==> src/rtl/send_scheduler_if.sv <==
// ============================================================================
// send_scheduler_if: requester handshakes and send_all control/message fields.
// Rev 1.0
// ============================================================================
`default_nettype none

interface send_scheduler_if;
    logic        req_a_valid;
    logic [21:0] req_a_msg;
    logic        req_a_ready;
    logic        req_b_valid;
    logic [21:0] req_b_msg;
    logic        req_b_ready;
    logic        send_ready;
    logic        ctrl_en;
    logic [3:0]  ctrl_msg_type;
    logic [4:0]  ctrl_block_x;
    logic [2:0]  ctrl_block_y;
    logic [5:0]  ctrl_card;
    logic [2:0]  ctrl_sel_len;
    logic        ctrl_move_dir;

    modport master (
        output req_a_valid, req_a_msg, req_b_valid, req_b_msg, send_ready,
        input  req_a_ready, req_b_ready, ctrl_en, ctrl_msg_type, ctrl_block_x,
               ctrl_block_y, ctrl_card, ctrl_sel_len, ctrl_move_dir
    );

    modport slave (
        input  req_a_valid, req_a_msg, req_b_valid, req_b_msg, send_ready,
        output req_a_ready, req_b_ready, ctrl_en, ctrl_msg_type, ctrl_block_x,
               ctrl_block_y, ctrl_card, ctrl_sel_len, ctrl_move_dir
    );
endinterface

`default_nettype wire

==> src/rtl/send_scheduler.sv <==
// ============================================================================
// send_scheduler: round-robin arbiter + FIFO sequencing send_all one message at a time.
// Rev 1.0
// ============================================================================
`default_nettype none

module send_scheduler #(
    parameter int DEPTH   = 4,
    parameter int TIMEOUT = 1_000_000
) (
    input  logic                   clk_i,
    input  logic                   rst_ni,
    input  logic                   interboard_rst_i,
    send_scheduler_if.slave        bus,
    output logic                   busy_o,
    output logic [$clog2(DEPTH):0] fifo_count_o,
    output logic                   timeout_err_o
);

    localparam int ADDR_W = $clog2(DEPTH);
    localparam int CNT_W  = ADDR_W + 1;
    localparam int TMR_W  = $clog2(TIMEOUT);
    localparam logic [CNT_W-1:0] FULL_COUNT = CNT_W'(DEPTH);
    localparam logic [TMR_W-1:0] TMR_LIMIT  = TMR_W'(TIMEOUT - 1);

    typedef enum logic [1:0] {
        S_IDLE      = 2'd0,
        S_ISSUE     = 2'd1,
        S_WAIT_BUSY = 2'd2,
        S_WAIT_DONE = 2'd3
    } state_e;

    state_e              state_q, state_d;
    logic [21:0]         mem_q [DEPTH];
    logic [ADDR_W-1:0]   wr_ptr_q, wr_ptr_d;
    logic [ADDR_W-1:0]   rd_ptr_q, rd_ptr_d;
    logic [CNT_W-1:0]    count_q, count_d;
    logic                last_b_q, last_b_d;
    logic [TMR_W-1:0]    tmr_q, tmr_d;
    logic                err_q, err_d;
    logic [21:0]         fields_q, fields_d;

    logic                not_full;
    logic                grant_a;
    logic                grant_b;
    logic                push;
    logic                pop;
    logic                tick;
    logic [21:0]         push_msg;

    // last_b_q set means B holds the most recent grant, so A wins the next tie.
    assign not_full = (count_q != FULL_COUNT);
    assign grant_a  = not_full & bus.req_a_valid & (~bus.req_b_valid | last_b_q);
    assign grant_b  = not_full & bus.req_b_valid & (~bus.req_a_valid | ~last_b_q);
    assign push     = (grant_a | grant_b) & ~interboard_rst_i;
    assign push_msg = grant_a ? bus.req_a_msg : bus.req_b_msg;

    assign bus.req_a_ready = grant_a & rst_ni & ~interboard_rst_i;
    assign bus.req_b_ready = grant_b & rst_ni & ~interboard_rst_i;

    always_comb begin
        state_d  = state_q;
        fields_d = fields_q;
        tmr_d    = tmr_q;
        err_d    = err_q;
        last_b_d = last_b_q;
        pop      = 1'b0;
        tick     = 1'b0;

        case (state_q)
            S_IDLE: begin
                if ((count_q != '0) && bus.send_ready) begin
                    pop      = 1'b1;
                    fields_d = mem_q[rd_ptr_q];
                    tmr_d    = '0;
                    state_d  = S_ISSUE;
                end
            end
            S_ISSUE: begin
                state_d = S_WAIT_BUSY;
            end
            S_WAIT_BUSY: begin
                tick = 1'b1;
                if (!bus.send_ready) begin
                    state_d = S_WAIT_DONE;
                end
            end
            S_WAIT_DONE: begin
                tick = 1'b1;
                if (bus.send_ready) begin
                    state_d = S_IDLE;
                end
            end
            default: begin
                state_d = S_IDLE;
            end
        endcase

        // Saturating timer; the error flags the cycle the count lands on the limit.
        if (tick && (tmr_q != TMR_LIMIT)) begin
            tmr_d = tmr_q + TMR_W'(1);
            if (tmr_d == TMR_LIMIT) begin
                err_d = 1'b1;
            end
        end

        if (push) begin
            last_b_d = grant_b;
        end

        wr_ptr_d = push ? wr_ptr_q + ADDR_W'(1) : wr_ptr_q;
        rd_ptr_d = pop  ? rd_ptr_q + ADDR_W'(1) : rd_ptr_q;

        count_d = count_q;
        if (push && !pop) begin
            count_d = count_q + CNT_W'(1);
        end else if (!push && pop) begin
            count_d = count_q - CNT_W'(1);
        end

        if (interboard_rst_i) begin
            state_d  = S_IDLE;
            fields_d = '0;
            tmr_d    = '0;
            err_d    = 1'b0;
            last_b_d = 1'b1;
            wr_ptr_d = '0;
            rd_ptr_d = '0;
            count_d  = '0;
        end
    end

    always_ff @(posedge clk_i or negedge rst_ni) begin
        if (!rst_ni) begin
            state_q  <= S_IDLE;
            fields_q <= '0;
            tmr_q    <= '0;
            err_q    <= 1'b0;
            last_b_q <= 1'b1;
            wr_ptr_q <= '0;
            rd_ptr_q <= '0;
            count_q  <= '0;
        end else begin
            state_q  <= state_d;
            fields_q <= fields_d;
            tmr_q    <= tmr_d;
            err_q    <= err_d;
            last_b_q <= last_b_d;
            wr_ptr_q <= wr_ptr_d;
            rd_ptr_q <= rd_ptr_d;
            count_q  <= count_d;
        end
    end

    always_ff @(posedge clk_i) begin
        if (push) begin
            mem_q[wr_ptr_q] <= push_msg;
        end
    end

    assign bus.ctrl_en = (state_q == S_ISSUE);
    assign {bus.ctrl_msg_type, bus.ctrl_block_x, bus.ctrl_block_y,
            bus.ctrl_card, bus.ctrl_sel_len, bus.ctrl_move_dir} = fields_q;

    assign busy_o        = (state_q != S_IDLE);
    assign fifo_count_o  = count_q;
    assign timeout_err_o = err_q;

endmodule

`default_nettype wire
==> src/flat_wrapper.sv <==
// flat-port wrapper written by rule: the top's interface ports become plain ports
module send_scheduler_flat 
#(
    parameter int DEPTH   = 4,
    parameter int TIMEOUT = 1_000_000
)
  (clk_i, rst_ni, interboard_rst_i, busy_o, fifo_count_o, timeout_err_o, bus_req_a_valid, bus_req_a_msg, bus_req_b_valid, bus_req_b_msg, bus_send_ready, bus_req_a_ready, bus_req_b_ready, bus_ctrl_en, bus_ctrl_msg_type, bus_ctrl_block_x, bus_ctrl_block_y, bus_ctrl_card, bus_ctrl_sel_len, bus_ctrl_move_dir);
  send_scheduler_if bus_i ();
  input  logic clk_i;
  input  logic rst_ni;
  input  logic interboard_rst_i;
  output logic busy_o;
  output logic [$clog2(DEPTH):0] fifo_count_o;
  output logic timeout_err_o;
  input wire logic [$bits(bus_i.req_a_valid)-1:0] bus_req_a_valid;
  input wire logic [$bits(bus_i.req_a_msg)-1:0] bus_req_a_msg;
  input wire logic [$bits(bus_i.req_b_valid)-1:0] bus_req_b_valid;
  input wire logic [$bits(bus_i.req_b_msg)-1:0] bus_req_b_msg;
  input wire logic [$bits(bus_i.send_ready)-1:0] bus_send_ready;
  output wire logic [$bits(bus_i.req_a_ready)-1:0] bus_req_a_ready;
  output wire logic [$bits(bus_i.req_b_ready)-1:0] bus_req_b_ready;
  output wire logic [$bits(bus_i.ctrl_en)-1:0] bus_ctrl_en;
  output wire logic [$bits(bus_i.ctrl_msg_type)-1:0] bus_ctrl_msg_type;
  output wire logic [$bits(bus_i.ctrl_block_x)-1:0] bus_ctrl_block_x;
  output wire logic [$bits(bus_i.ctrl_block_y)-1:0] bus_ctrl_block_y;
  output wire logic [$bits(bus_i.ctrl_card)-1:0] bus_ctrl_card;
  output wire logic [$bits(bus_i.ctrl_sel_len)-1:0] bus_ctrl_sel_len;
  output wire logic [$bits(bus_i.ctrl_move_dir)-1:0] bus_ctrl_move_dir;
  assign bus_i.req_a_valid = bus_req_a_valid;
  assign bus_i.req_a_msg = bus_req_a_msg;
  assign bus_i.req_b_valid = bus_req_b_valid;
  assign bus_i.req_b_msg = bus_req_b_msg;
  assign bus_i.send_ready = bus_send_ready;
  assign bus_req_a_ready = bus_i.req_a_ready;
  assign bus_req_b_ready = bus_i.req_b_ready;
  assign bus_ctrl_en = bus_i.ctrl_en;
  assign bus_ctrl_msg_type = bus_i.ctrl_msg_type;
  assign bus_ctrl_block_x = bus_i.ctrl_block_x;
  assign bus_ctrl_block_y = bus_i.ctrl_block_y;
  assign bus_ctrl_card = bus_i.ctrl_card;
  assign bus_ctrl_sel_len = bus_i.ctrl_sel_len;
  assign bus_ctrl_move_dir = bus_i.ctrl_move_dir;
  send_scheduler #(.DEPTH(DEPTH), .TIMEOUT(TIMEOUT)) u_core (.clk_i(clk_i), .rst_ni(rst_ni), .interboard_rst_i(interboard_rst_i), .bus(bus_i), .busy_o(busy_o), .fifo_count_o(fifo_count_o), .timeout_err_o(timeout_err_o));
endmodule
==> config.mk <==
export PLATFORM = sky130hd
export DESIGN_NAME = send_scheduler_flat
export DESIGN_NICKNAME = d
export VERILOG_FILES = /design/src/rtl/send_scheduler_if.sv /design/src/rtl/send_scheduler.sv /design/src/flat_wrapper.sv
export SDC_FILE = /design/constraint.sdc
export NUM_CORES = 1
export LEC_CHECK = 0
export CAP_MARGIN = 20
export CELL_PAD_IN_SITES_DETAIL_PLACEMENT = 1
export CELL_PAD_IN_SITES_GLOBAL_PLACEMENT = 1
export CORE_ASPECT_RATIO = 1.5
export CORE_MARGIN = 2
export CORE_UTILIZATION = 39
export DETAILED_ROUTE_END_ITERATION = 8
export PLACE_DENSITY = 0.78
export SLEW_MARGIN = 20
export SYNTH_ARGS = -nofsm -noshare
export SYNTH_HDL_FRONTEND = slang
export SYNTH_SLANG_ARGS = --single-unit
==> constraint.sdc <==
create_clock -name clk_i -period 4.08 [get_ports clk_i]
set_input_delay 1.02 -clock clk_i [delete_from_list [all_inputs] [get_ports clk_i]]
set_output_delay 1.02 -clock clk_i [all_outputs]
set_load 0.01 [all_outputs]
# Word level (Yosys, flattened, before mapping)
# Memories as Yosys holds them, arrays and structs flattened.
# Index checks and enable logic that the tools add are counted.
# word_totals
ff_bits,53
latch_bits,0
ram_bits,88
rom_bits,0
in_bits,50
out_inout_bits,30
elab_cells,92
n_memories,1
# classes
n_addsub,5
n_mul,0
n_div,0
order_cmp,0
n_eq_ne,9
n_shift,0
n_mux,30
n_bitwise,16
reduce_logical,23
# memory_table
memory,words,width,rd,rd_clocked_by_memory_dff,wr,line,rtl
u_core.mem_q,4,22,1,0,1,send_scheduler.sv:34,logic [21:0] mem_q [DEPTH];
# ops
op,n
two-way mux 22 bit,4
two-way mux 20 bit,4
adder 20 x 1 -> 20 bit (second input constant),1
== test 20 bit (second input constant),1
!= test 20 bit (second input constant),1
two-way mux 2 bit,8
nonzero test 2 bit,7
nonzero test 3 bit,4
two-way mux 1 bit,10
AND 1 bit,9
two-way mux 3 bit,3
!= test 3 bit (second input constant),3
case mux 2 bit (4 select lines),1
AND reduction 2 bit,3
adder 2 x 1 -> 2 bit (second input constant),2
== test 2 bit (second input constant),2
logical AND 1 bit,4
inverter 1 bit,4
adder 3 x 1 -> 3 bit (second input constant),1
!= test 3 x 2 -> 1 bit (second input constant),1
OR 1 bit,3
AND reduction 3 bit,1
subtractor 3 x 1 -> 3 bit (second input constant),1
== test 2 x 1 -> 1 bit (second input constant),1
3 further kinds,4

# Depth between registers and ports, before layout
# logic_depth
depth_word,10
ltp_mapped,11
ltp_nobuf,9

# Least setup slack after synthesis
# No wires, ideal clock.
# synth_timing
path_type,input-to-reg
start,input port bus_send_ready
end,"register u_core.count_q[2], in the netlist u_core.fifo_count_o[2]"
setup_ps,132
arrival_ps,2682
required_ps,3948
path_slack_ps,1267
cell_stages,9
n_path_buf,2
cell_sequence,and3_1 buf_2 clkbuf_1 nor3_1 fa_1 or3_1 nand2_1 xnor2_1 nor2_1
# synth_between
elab_chain_len,7
elab_cells_between_ends,9
classes_between,mux: 4; reduce/logical: 5
# synth_lines
element,line,rtl
"start, declared",flat_wrapper.sv:19,input wire logic [$bits(bus_i.send_ready)-1:0] bus_send_ready;
logical AND 1 bit *,send_scheduler.sv:72,if ((count_q != '0) && bus.send_ready) begin
two-way mux 1 bit *,send_scheduler.sv:72,
two-way mux 1 bit *,send_scheduler.sv:70,case (state_q)
zero test 1 bit,send_scheduler.sv:115,if (push && !pop) begin
logical AND 1 bit,send_scheduler.sv:115,
two-way mux 3 bit,send_scheduler.sv:115,
two-way mux 3 bit,send_scheduler.sv:121,if (interboard_rst_i) begin
"end signal, assigned",send_scheduler.sv:151,count_q <= count_d;
"end, declared",send_scheduler.sv:37,"logic [CNT_W-1:0] count_q, count_d;"
# Mark *: on every way between the ends. The rest lies on a longest branch, timed or not.
# A chain may end at the register's enable or synchronous reset.

# Final worst setup path
# layout_timing
start,input port bus_req_a_valid
end,output port bus_req_b_ready
# layout_between
elab_chain_len,5
# layout_lines
element,line,rtl
"start, declared",flat_wrapper.sv:15,input wire logic [$bits(bus_i.req_a_valid)-1:0] bus_req_a_valid;
inverter 1 bit,send_scheduler.sv:54,assign grant_b = not_full & bus.req_b_valid & (~bus.req_a_valid | ~last_b_q);
OR 1 bit,send_scheduler.sv:54,
AND 1 bit,send_scheduler.sv:54,
AND 1 bit (2 in a row),send_scheduler.sv:59,assign bus.req_b_ready = grant_b & rst_ni & ~interboard_rst_i;
"end, declared",flat_wrapper.sv:21,output wire logic [$bits(bus_i.req_b_ready)-1:0] bus_req_b_ready;
# No other way between the ends.

==> reports/qor.txt <==
outcome: complete, no violations
Sw Pwr: 0.001490 W
Port Buf Inserts: 79
Max VDD drop: 0.3529 mV
initial antenna violation count: 0
Die Area: 17,800 sq um
first-pass detailed-route iteration total: 6
Max Cap Violations: 0
Post-Synth Adder-Cell Area: 0.02225
WL final: 16.69 mm
pin count of the biggest net entering global routing: 54
vias in the first global route: 5,057
LEAKAGE: 2.891 nW
number of synthesized flops with an enable pin: 88
Slew Limit Fails: 0
antenna-violating nets left: 0
DR iter-0 viols: 232
ys flop type: edfxtp_1
Startpoint Class: primary input
CORE AREA: 16,260 sq um
Num CTS Buffers: 17
Rel. slew slack: 0.4348
layout cell share with drive strength beyond 1: 0.1747
Synth Area in Compound Gates: 0.08036
largest family of logic cells by synthesized area: multiplexers
row count: 57
post-cts repair resize count: 0
Residual DRC: 0
sequential power share: 0.414
Synth Register Bits: 141
Fmax achieved: 280.0 MHz
CTS Sinks: 141
Seq/Total Area, Yosys: 0.6086
Crit Path Category: primary input to output port
Fin. Hold Viols: 0
Clk Latency, worst-skew pair: 420 ps
global-route usage over all layers: 0.2015
Via density: 5.571
io pins: 80
post-synthesis net count: 554
Final setup viols: 0
root buffer cell: clkbuf_16
actual slew at the worst max-slew pin: 847.8 ps
total setup buffers inserted after CTS: 0
clock slew at reported path FFs: 70 ps
min Tclk post-route: 3572 ps
Synth-to-Final Area Change: 23.59%
Tot Pwr: 0.004766 W
RD Place Congestion: 0.8625
ys async rst share: 0.3759
CTS tree: yes
H-tree Lvls: 4
Simple-Gate Fraction of Synth Area: 0.1168
DIE WIDTH: 109.6 microns
P_int: 0.003277 W
Yosys cell types: 59
Synth warnings: 0
Critical Path Sink Type: output port
Synth Area per Inst: 13.23 sq um
gr ovfl total: 0
Initial Util: 0.4012
antenna fix cells: 0
WL/cell: 21.12 microns
combinational share of power: 0.256
Worst Path Arrival: 2550 ps
Tightest Hold Check Type: register to register
clock share of power: 0.330
hold buffers post-CTS: 0
first-pass GRT wire length: 26.89 mm
crit-path max FO: 3
clock tree buffer depth: 2
Clock Skew: 12.56 ps
XOR/XNOR share of the synthesized area: 0.01611
post-synthesis mux area share: 0.1204
Layout Nets: 632
CP required: 3060 ps
Setup Total Neg Slack: 0 ps
DP HPWL: 10.72 mm
DR vias: 4,401
Die H: 162.4 microns
final-layout fill cell count: 1,651
RSZ-0062 raised after global routing: false
final worst path period share: 0.8754
Synth Instances: 493
cell area after synthesis: 6524 sq um
power density cells: 591.2 nW/um^2
switching share of power: 0.3125
==> sequential cells by signal (all words and copies together) (netlist names) <==
| register | count |
|---|---|
| u_core.rd_ptr_q | 2 |
| u_core.mem_q | 88 |
| u_core.fifo_count_o | 3 |
| u_core.fields_q | 22 |
| u_core.timeout_err_o | 1 |
| u_core.wr_ptr_q | 2 |
| u_core.state_q | 2 |
| u_core.last_b_q | 1 |
| u_core.tmr_q | 20 |
==> area by class of cell <==
cell class | count | area (sq um) | share of cell area
repair buffers | 90 | 875.8 | 0.1086
flip-flops and latches | 141 | 3973 | 0.4927
multi-input cells | 309 | 2322 | 0.2880
clock inverters | 13 | 156.4 | 0.01940
inverters | 12 | 45.04 | 0.005587
well taps | 206 | 257.7 | 0.03197
clock buffers | 19 | 432.9 | 0.05369
==> Yosys cell counts (all sizes together) (11+ instances only) <==
library cell	number	area share
mux2	24	0.041
xnor2	11	0.015
inv	12	0.0069
o21ai	26	0.021
nand2	62	0.036
edfxtp	88	0.41
mux4	22	0.076
nor2	25	0.014
a21oi	32	0.025
buf	19	0.020
clkbuf	12	0.0086
dfrtp	52	0.20
nand3	14	0.011
==> final timing paths <==
kind	start	slack (ps)	cells after the start	to
max	bus_req_a_valid	510	5	bus_req_b_ready
min	u_core.last_b_q	520	2	u_core.last_b_q
max reg2reg	u_core.tmr_q[0]	1330	8	u_core.tmr_q[12]
min reg2reg	u_core.last_b_q	520	2	u_core.last_b_q
max in group asynchronous	rst_ni	2750	2	u_core.rd_ptr_q[0]
min in group asynchronous	rst_ni	780	2	u_core.fields_q[19]
==> cells in the final DEF, fill, tap and decap left out, drive strengths merged, types with 3 or more instances in the layout <==
cell,instances
nor2b,5
edfxtp,88
dfrtp,52
buf,12
o21ai,26
clkinv,3
mux4,22
clkbuf,19
nand2,62
ha,10
and2,5
and4,3
o31ai,9
inv,18
nand3,14
o22ai,3
nor3,9
clkdlybuf4s50,78
nor2,25
nor4,3
a21oi,32
mux2,24
and3,5
nand2b,4
nand4,6
xnor2,11
a31oi,7
==> cells by family (layout without fill, tap and decap cells) <==
family                     after synthesis  after routing
AOI/OAI and AO/OA                       88             88
xor gates and xnor gates                12             12
adders and majority gates               11             11
muxes                                   48             48
buffers and inverters                   43            134
DFF                                    141            141
and+or+nand+nor                        150            150
==> power by group through the flow <==
stage | clock network [W] | logic, W | registers, W
after floorplan | 0 | 0.000782 | 0.00190
after global placement | 0 | 0.00112 | 0.00198
after detailed placement | 0 | 0.00120 | 0.00200
after CTS | 0.00160 | 0.00122 | 0.00198
after global routing | 0.00166 | 0.00133 | 0.00201
final | 0.00157 | 0.00122 | 0.00197
==> routing by layer <==
| layer | share of wire | vias up | GRT usage |
|---|---|---|---|
| met5 | 0 | - | 0 |
| met4 | 0.025 | 0 | 0.07250 |
| met3 | 0.033 | 35 | 0.03922 |
| met2 | 0.55 | 107 | 0.3653 |
| met1 | 0.39 | 2280 | 0.2318 |
| li1 | - | 1979 | - |
==> per-stage QoR <==
stage	hold WS [ps]	util	cell area [sq um]	setup WS, ps	cells
after floorplan	456.0	-	6524	1267	493
after global placement	482.8	0.4586	7457	659.1	757
after detailed placement	509.7	0.4586	7457	562.6	757
after CTS	521.5	0.4948	8046	517.7	789
after global routing	541.3	0.4958	8063	487.3	790
final	524.1	0.4958	8063	508.4	790
==> critical path, stage by stage <==
cell             delay [ps]
clkdlybuf4s50_1         500
nand2_1                 130
nand3_1                 140
nor2_1                  190
clkdlybuf4s50_1         570
No activity file was read; power rests on OpenSTA's default activity.
